`config.mk`:
```
export PLATFORM = sky130hd
export DESIGN_NAME = alu_seq_ctrl
export DESIGN_NICKNAME = d
export VERILOG_FILES = /design/src/rtl/alu_seq_ctrl.sv
export SDC_FILE = /design/constraint.sdc
export NUM_CORES = 1
export LEC_CHECK = 0
export CAP_MARGIN = 20
export CORE_MARGIN = 10
export CORE_UTILIZATION = 63
export CTS_CLUSTER_DIAMETER = 30
export DETAILED_ROUTE_END_ITERATION = 6
export DONT_BUFFER_PORTS = 1
export GPL_TIMING_DRIVEN = 0
export PLACE_DENSITY = 0.84
export SYNTH_ARGS = -nofsm -noshare
export SYNTH_HDL_FRONTEND = slang
export SYNTH_SLANG_ARGS = --single-unit
export TNS_END_PERCENT = 5
```
`constraint.sdc`:
```
create_clock -name clk -period 2.6 [get_ports clk]
set_input_delay 0.52 -clock clk [delete_from_list [all_inputs] [get_ports clk]]
set_output_delay 0.52 -clock clk [all_outputs]
set_load 0.005 [all_outputs]
```
`src/rtl/alu_seq_ctrl.sv`:
```
// alu_seq_ctrl: multi-cycle fetch/decode/exec/writeback sequencer for the
// 8-bit ALU datapath. Owns the PC, the instruction register, the latched ALU
// result and the sticky overflow flag.
module alu_seq_ctrl #(
    parameter int              PC_W       = 8,
    parameter logic [PC_W-1:0] START_ADDR = '0
) (
    input  logic            clk,
    input  logic            rst_n,
    input  logic            start,
    input  logic [8:0]      instr,
    input  logic [7:0]      alu_out,
    input  logic            alu_overflow,
    input  logic            alu_taken,
    output logic [PC_W-1:0] pc,
    output logic [3:0]      alu_opcode,
    output logic [1:0]      alu_const,
    output logic [1:0]      rf_raddr1,
    output logic [1:0]      rf_raddr2,
    output logic [1:0]      rf_waddr,
    output logic [7:0]      rf_wdata,
    output logic            rf_we,
    output logic            ov_flag,
    output logic            busy,
    output logic            done,
    output logic [15:0]     cycle_count
);

    typedef enum logic [2:0] {
        S_IDLE, S_FETCH, S_DECODE, S_EXEC, S_WB, S_HALT
    } state_t;

    localparam logic [3:0] OP_ADD  = 4'b0000;
    localparam logic [3:0] OP_EQ0  = 4'b0101;
    localparam logic [3:0] OP_JMP  = 4'b1011;
    localparam logic [3:0] OP_NOP1 = 4'b1101;
    localparam logic [3:0] OP_NOP2 = 4'b1110;
    localparam logic [3:0] OP_HALT = 4'b1111;

    state_t          state, state_nxt;
    logic [8:0]      ir;
    logic [7:0]      result;
    logic            taken_q;
    logic [3:0]      op;
    logic [PC_W-1:0] boff;
    logic [PC_W-1:0] pc_nxt;
    logic            writes;

    // Decode straight off the IR; it only changes at the end of FETCH, so the
    // ALU controls stay stable across DECODE, EXEC and WB.
    assign op         = ir[8:5];
    assign alu_opcode = op;
    assign alu_const  = ir[2:1];
    assign rf_raddr1  = ir[4:3];
    assign rf_raddr2  = ir[2:1];
    assign rf_waddr   = ir[4:3];
    assign rf_wdata   = result;
    assign boff       = {{(PC_W-3){ir[2]}}, ir[2:0]};

    assign writes  = !(op == OP_EQ0 || op == OP_JMP || op == OP_NOP1 ||
                       op == OP_NOP2 || op == OP_HALT);
    assign rf_we   = (state == S_WB) && writes;
    assign busy    = (state != S_IDLE);
    assign done    = (state == S_HALT);

    // Branch target selection; wraps modulo 2^PC_W.
    always_comb begin
        pc_nxt = pc + 1'b1;
        if (op == OP_JMP && taken_q)
            pc_nxt = PC_W'(result);
        else if (op == OP_EQ0 && taken_q)
            pc_nxt = pc + boff;
    end

    // State register.
    always_ff @(posedge clk) begin
        if (!rst_n) state <= S_IDLE;
        else        state <= state_nxt;
    end

    // Next-state sequencing; start is only looked at in IDLE.
    always_comb begin
        state_nxt = state;
        case (state)
            S_IDLE:   if (start) state_nxt = S_FETCH;
            S_FETCH:  state_nxt = S_DECODE;
            S_DECODE: state_nxt = S_EXEC;
            S_EXEC:   state_nxt = (op == OP_HALT) ? S_HALT : S_WB;
            S_WB:     state_nxt = S_FETCH;
            S_HALT:   state_nxt = S_IDLE;
            default:  state_nxt = S_IDLE;
        endcase
    end

    // Datapath registers: PC, IR, result/branch capture, flags, busy counter.
    always_ff @(posedge clk) begin
        if (!rst_n) begin
            pc          <= START_ADDR;
            ir          <= '0;
            result      <= '0;
            taken_q     <= 1'b0;
            ov_flag     <= 1'b0;
            cycle_count <= '0;
        end else begin
            if (busy && cycle_count != 16'hFFFF)
                cycle_count <= cycle_count + 16'd1;
            case (state)
                S_IDLE: if (start) begin
                    pc          <= START_ADDR;
                    ov_flag     <= 1'b0;
                    cycle_count <= '0;
                end
                S_FETCH: ir <= instr;
                S_EXEC: if (op != OP_HALT) begin
                    result  <= alu_out;
                    // alu_taken is undriven outside the branch opcodes
                    taken_q <= (op == OP_EQ0 || op == OP_JMP) && alu_taken;
                    if (op == OP_ADD && alu_overflow) ov_flag <= 1'b1;
                end
                S_WB: pc <= pc_nxt;
                default: ;
            endcase
        end
    end

endmodule

```
==> flow_metrics.py, run 1 <==
metrics = {
    "clocking": {
        "clk_latency_ns": 0.30,
        "clock_sink_count": 46,
        "cts_buffers": 5,
        "path_clk_slew_ns": 0.09,
        "cts-root-to-sink-buffers": 2,
        "clock_root_buffer": "clkbuf_8",
        "cts_tree": "built",
        "cts_hold_repair.buffers": 0,
        "maximum_level_of_the_cts_h_tree": 2,
    },
    "power_and_ir_drop": {
        "powerDensity_mw_per_mm2": 514,
        "clkPwrFrac": 0.367,
        "total_leakage_power_nw": 1.04,
        "share_of_total_power_consumed_by_net_switching": 0.247,
        "pwr-share-comb": 0.111,
        "net-switching-power_mw": 0.355,
        "internal-power_mw": 1.09,
        "sequentialPowerShare": 0.522,
        "vdd_ir_drop_max_v": 0.000394,
    },
    "floorplan": {
        "dieArea_mm2": 0.00696,
        "fp-row-count": 22,
        "die_w_um": 83.4,
        "die_height_um": 83.4,
        "pin_count": 70,
        "floorplan.initialDensity": 0.672,
        "core-area_mm2": 0.00377,
    },
    "global_routing": {
        "globalRouteTotalUtil": 0.175,
        "first_global_vias": 2080,
        "globalRoute.totalOverflow": 0,
        "grt_pass1_wl_um": 10400,
        "grt_max_degree": 15,
        "grt_antenna_before_repair": 0,
    },
    "critical_path": {
        "critPathLaunchType": "register",
        "r2r_setup_slack_ns": 0.11,
        "worstReg2RegStart": "ir[8]",
        "arrival_ns": 2.67,
        "worst-endpoint-required_ns": 2.78,
        "worst_setup_path_end_kind": "register",
        "critPathMaxFanout": 6,
        "reg_to_reg_endpoint": "pc[7]",
        "worstRegToRegCells": 10,
        "path_class": "register to register",
    },
    "logic_synthesis": {
        "synth-seq-cells": 46,
        "ys_types": 58,
        "syn-cell-area_mm2": 0.00253,
        "synthesis.yosys.warnings": 0,
        "synth_flop_cell": "dfxtp_1",
        "ys_seq_area_frac": 0.363,
        "syn_inst": 290,
        "synth_nets": 317,
        "synth-async-reset-ratio": 0,
        "synth_edf_count": 0,
        "synthesis.area_per_instance_um2": 8.74,
    },
    "layout": {
        "layout-drive-gt1-share": 0.179,
        "nNetsFinal": 328,
        "mostFrequentLayoutCell": "dfxtp_1",
        "area_delta_synth_final_pct": 10.8,
        "final_cell_mix": "dfxtp_1 (42), nor2_1 (24), nand2_1 (22)",
        "n_antenna_cell": 0,
        "fillerInstances": 286,
    },
    "timing": {
        "hold-worst-slack_ns": 0.389,
        "fin_skew_ns": 0.00918,
        "layout_setup_ws_ns": 0.109,
        "worst_pin_slew_ns": 0.651,
        "timing.slew.headroom": 0.561,
        "finalMaxSlewViolations": 0,
        "final.min_clock_period_ns": 2.49,
        "period_share": 0.958,
        "final-hold-violation-count": 0,
        "timing.final.setup_violations": 0,
        "max_freq_mhz": 401,
    },
    "min_path": {
        "hp-start": "instr[6]",
        "hp-class": "primary input to register",
        "hold_path_end": "ir[6]",
        "min_delay_path_depth": 2,
    },
    "job": {
        "maxCapViolations": 0,
    },
    "route": {
        "initialDrtViolationCount": 194,
        "drt-pass1-iter-count": 5,
        "route.detailed.drc": 0,
        "viasPerCell": 6.09,
        "drt.antenna.violating_nets": 0,
        "wl_per_cell_um": 18.4,
        "routed_wirelength_um": 6450,
        "vias": 2130,
    },
    "placement": {
        "globalplace.congestion": 0.826,
        "io_buffers": 0,
        "post_placement_worst_setup_slack_ns": -0.0661,
        "place.detailed.hpwl_um": 4750,
    },
    "status": {
        "status": "finished clean",
    },
}
-- worst max-delay path by stage --
stage | start | end | slack, ns | cells past startpoint
finish | ir[8] | pc[7] | 0.11 | 10
global route | ir[5] | pc[5] | -0.01 | 10
CTS | ir[5] | pc[5] | 0.001 | 11
detailed placement | ir[8] | pc[5] | -0.07 | 10
global placement | ir[8] | pc[5] | -0.01 | 10
floorplan | ir[8] | pc[5] | 0.27 | 10
-- timing repair --
| item | 4_1_cts | 5_1_grt |
|---|---|---|
| resized for setup | 4 | 13 |
| endpoints found under the setup margin | 1 | 2 |
| pin swaps | 0 | 5 |
| gates cloned | 0 | 0 |
| setup buffers | 0 | 5 |
-- area by class of cell --
| class | count | area (um^2) | area share |
|---|---|---|---|
| plain buffers | 23 | 159 | 0.0566 |
| clock buffers | 6 | 72.6 | 0.0259 |
| clock inverters | 2 | 37.5 | 0.0134 |
| inverters | 14 | 65.1 | 0.0232 |
| multi-input cells | 206 | 1450 | 0.515 |
| flip-flops and latches | 46 | 928 | 0.331 |
| well taps | 48 | 60.1 | 0.0214 |
| repair buffers | 5 | 37.5 | 0.0134 |
-- cell usage after synthesis (3+ instances only) --
| master | n | area, um^2 |
|---|---|---|
| a21oi_1 | 10 | 50.1 |
| a22oi_1 | 3 | 22.5 |
| and3_1 | 4 | 25.0 |
| buf_2 | 4 | 20.0 |
| buf_4 | 14 | 105 |
| clkbuf_1 | 4 | 15.0 |
| dfxtp_1 | 46 | 921 |
| ha_1 | 4 | 50.1 |
| inv_1 | 13 | 48.8 |
| mux2i_1 | 18 | 180 |
| nand2_1 | 22 | 82.6 |
| nand3_1 | 7 | 35.0 |
| nand4_1 | 9 | 56.3 |
| nor2_1 | 25 | 93.8 |
| nor2b_1 | 18 | 113 |
| nor3_1 | 8 | 40.0 |
| nor3b_1 | 3 | 22.5 |
| o21ai_0 | 10 | 50.1 |
| or2_2 | 4 | 25.0 |
| or3_1 | 4 | 25.0 |
| xnor2_1 | 11 | 96.3 |
| xor2_1 | 4 | 35.0 |
-- power by group through the flow --
stage               logic [mW]  registers, mW  clock network [mW]
global route             0.179          0.756               0.562
global placement         0.152          0.763                   0
finish                   0.160          0.752               0.529
floorplan                0.130          0.757                   0
CTS                      0.159          0.749               0.531
detailed placement       0.157          0.765                   0
-- critical path, stage by stage (launching register included) --
cell and delay [ns]:
dfxtp_4 0.38, nor2_4 0.12, nand4_1 0.14, or2_4 0.28, inv_1 0.09, ha_4 0.20, a2111o_1 0.42, buf_4 0.16
a2111oi_2 0.35, or4_1 0.17, nand3_1 0.07
-- sequential cells by signal, summed over array words and instances, names as in the netlist --
name,count
rf_wdata,8
ir,9
cycle_count,16
state,3
taken_q,1
ov_flag,1
pc,8
-- kinds of logic after synthesis --
kind of cell,count (synthesis),synth area share
adder cells (fa/ha/maj),6,0.0316
AO/OA/AOI/OAI,43,0.120
XOR/XNOR,15,0.0518
buffers and inverters,38,0.0899
flip-flops,46,0.363
multiplexers,19,0.0756
AND/OR/NAND/NOR,123,0.267
-- stage by stage --
stage | TNS [ns] | instance area (um^2) | instances | total power [mW] | utilization
global route | -0.0136 | 2810 | 350 | 1.50 | 0.744
floorplan | 0 | 2530 | 290 | 0.887 | -
finish | 0 | 2810 | 350 | 1.44 | 0.744
CTS | 0 | 2710 | 346 | 1.44 | 0.720
detailed placement | -0.0661 | 2590 | 338 | 0.922 | 0.688
global placement | -0.0106 | 2590 | 338 | 0.915 | 0.688
-- metal layers --
layer | track usage | routed length (um)
met5 | 0 | 0
met4 | 0.0620 | 152
met3 | 0.0605 | 612
met2 | 0.278 | 3070
met1 | 0.212 | 2610
No activity file was read; power rests on OpenSTA's default activity.
==> run 2: changes to the inputs <==
- CAP_MARGIN: 20 -> 25
- CORE_ASPECT_RATIO: unset -> 1.25
- CTS_CLUSTER_SIZE: unset -> 8
==> run 2 against run 1 <==
Against the previous run:
- worst setup slack gained 0.098 ns
- power shrank 1.0%
- hold slack lost 0.0044 ns
- via count shrank 5.4%
- wire length shrank 9.6%
- sequential cell count is the same
- sequential share of layout area grew 0.60 points
- sequential power shrank 0.5%
==> flow_metrics.py, run 2 (synthesis results as in run 1) <==
metrics = {
    "critical_path": {
        "slowest_stage": "dfxtp_2",
        "worstReg2RegStart": "ir[5]",
        "max_stage_delay_ns": 0.34,
        "path_buf_inv": 3,
        "path_class": "register to register",
        "cpLargestDelayFamily": "simple AND/OR/NAND/NOR gates",
        "worstSetupEndpoint": "pc[5]",
        "r2r_setup_slack_ns": 0.21,
        "critPathMaxFanout": 8,
        "worstRegToRegCells": 11,
        "worst_setup_path_end_kind": "register",
        "worst-endpoint-required_ns": 2.80,
        "timing.critical_path.depth": 11,
        "arrival_ns": 2.59,
        "crit_start": "ir[5]",
        "critPathLaunchType": "register",
        "worstPathCellList": "buf_4, nand4b_1, or2_1, buf_6, clkinv_8, ha_4, or2_4, a2111oi_4, a31oi_1, mux2i_1, nand2_1",
        "reg_to_reg_endpoint": "pc[5]",
    },
    "route": {
        "wl_per_cell_um": 16.6,
        "drt-pass1-iter-count": 4,
        "viasPerCell": 5.72,
        "vias": 2015,
        "drt.antenna.violating_nets": 0,
        "initialDrtViolationCount": 141,
        "routed_wirelength_um": 5830,
        "route.detailed.drc": 0,
    },
    "power_and_ir_drop": {
        "total_leakage_power_nw": 1.02,
        "vdd_ir_drop_max_v": 0.000343,
        "powerDensity_mw_per_mm2": 518,
        "design_power_total_mw": 1.43,
    },
    "global_routing": {
        "grt_pass1_wl_um": 9670,
        "globalRouteTotalUtil": 0.167,
        "first_global_vias": 2037,
        "grt_max_degree": 14,
        "globalRoute.totalOverflow": 0,
        "grt_antenna_before_repair": 0,
    },
    "clocking": {
        "cts_buffers": 5,
        "cts_hold_repair.buffers": 0,
        "cts_tree": "built",
        "cts-root-to-sink-buffers": 2,
        "maximum_level_of_the_cts_h_tree": 2,
        "path_clk_slew_ns": 0.09,
        "clock_root_buffer": "clkbuf_8",
        "clock_sink_count": 46,
        "cts_setup_buffers": 0,
        "clk_latency_ns": 0.30,
    },
    "placement": {
        "place.detailed.instances": 344,
        "globalplace.congestion": 0.878,
        "dpl_cell_area_mm2": 0.00260,
        "place.detailed.hpwl_um": 4570,
        "io_buffers": 0,
        "post_placement_worst_setup_slack_ns": -0.00668,
    },
    "timing": {
        "worst_pin_slew_ns": 0.643,
        "fin_skew_ns": 0.0114,
        "final.min_clock_period_ns": 2.39,
        "timing.slew.headroom": 0.567,
        "finalMaxSlewViolations": 0,
        "final-hold-violation-count": 0,
        "period_share": 0.920,
        "setup_repair_after_global_routing_missed_its_margin": "no",
        "hold-worst-slack_ns": 0.385,
        "layout_setup_ws_ns": 0.207,
        "max_freq_mhz": 418,
        "timing.final.setup_violations": 0,
    },
    "layout": {
        "mostFrequentLayoutCell": "dfxtp_1",
        "ff_latch_area_um2": 927,
        "final_cell_count_no_fill": 352,
        "multi_input_area_mm2": 0.00142,
        "area_delta_synth_final_pct": 8.64,
        "registers.top_by_ff_count": "cycle_count",
        "final_cell_mix": "dfxtp_1 (43), nor2_1 (24), nand2_1 (22)",
        "post-route-cell-area_mm2": 0.00275,
        "n_antenna_cell": 0,
        "layout-drive-gt1-share": 0.151,
        "largest_reg_flops": 16,
        "fillerInstances": 291,
        "nNetsFinal": 324,
        "reg_top3": "cycle_count (16), ir (9)",
    },
    "min_path": {
        "min_delay_path_depth": 2,
        "hp-class": "primary input to register",
    },
    "floorplan": {
        "fp-row-count": 25,
        "die_height_um": 90.9,
        "floorplan.initialDensity": 0.659,
        "dieArea_mm2": 0.00697,
        "pin_count": 70,
        "core-area_mm2": 0.00385,
        "die_w_um": 76.7,
    },
    "job": {
        "maxCapViolations": 0,
    },
    "status": {
        "status": "finished clean",
    },
}
==> run 2: worst min-delay path by stage <==
| stage | slack, ns | start | end |
|---|---|---|---|
| after CTS | 0.38 | instr[6] | ir[6] |
| after global placement | 0.49 | taken_q | taken_q |
| after floorplan | 0.46 | ov_flag | ov_flag |
| after global routing | 0.39 | alu_out[7] | rf_wdata[7] |
| after detailed placement | 0.50 | taken_q | taken_q |
| final | 0.38 | alu_out[2] | rf_wdata[2] |
==> run 2: area by class of cell <==
| cell class | count | area share |
|---|---|---|
| clock inverter | 1 | 0.0109 |
| buffer | 24 | 0.0591 |
| clock buffer | 7 | 0.0277 |
| inverter | 14 | 0.0236 |
| multi-input combinational | 206 | 0.517 |
| tap | 54 | 0.0245 |
| sequential | 46 | 0.337 |
==> run 2: power breakdown <==
part           switching [mW]  internal [mW]  total, mW
logic                  0.0856         0.0698      0.155
registers              0.0223          0.726      0.748
clock network           0.235          0.288      0.523
total                   0.343           1.08       1.43
==> run 2: through the flow <==
step                      utilization  TNS [ns]
after floorplan                     -         0
after global placement          0.676         0
after detailed placement        0.676  -0.00668
after CTS                       0.704         0
after global routing            0.715         0
final                           0.715         0
==> run 2: per-layer routing <==
| metal | up-vias | global-route usage | share of wire |
|---|---|---|---|
| met2 | 63 | 0.294 | 0.51 |
| met4 | 0 | 0.0714 | 0.019 |
| met3 | 7 | 0.0667 | 0.080 |
| met5 | - | 0 | 0 |
| met1 | 925 | 0.169 | 0.39 |
| li1 | 1020 | - | - |
==> run 2: timing repair <==
action,in CTS,in global routing
gates cloned,0,0
setup endpoints to repair,1,2
gates resized for setup,1,10
pin swaps,0,2
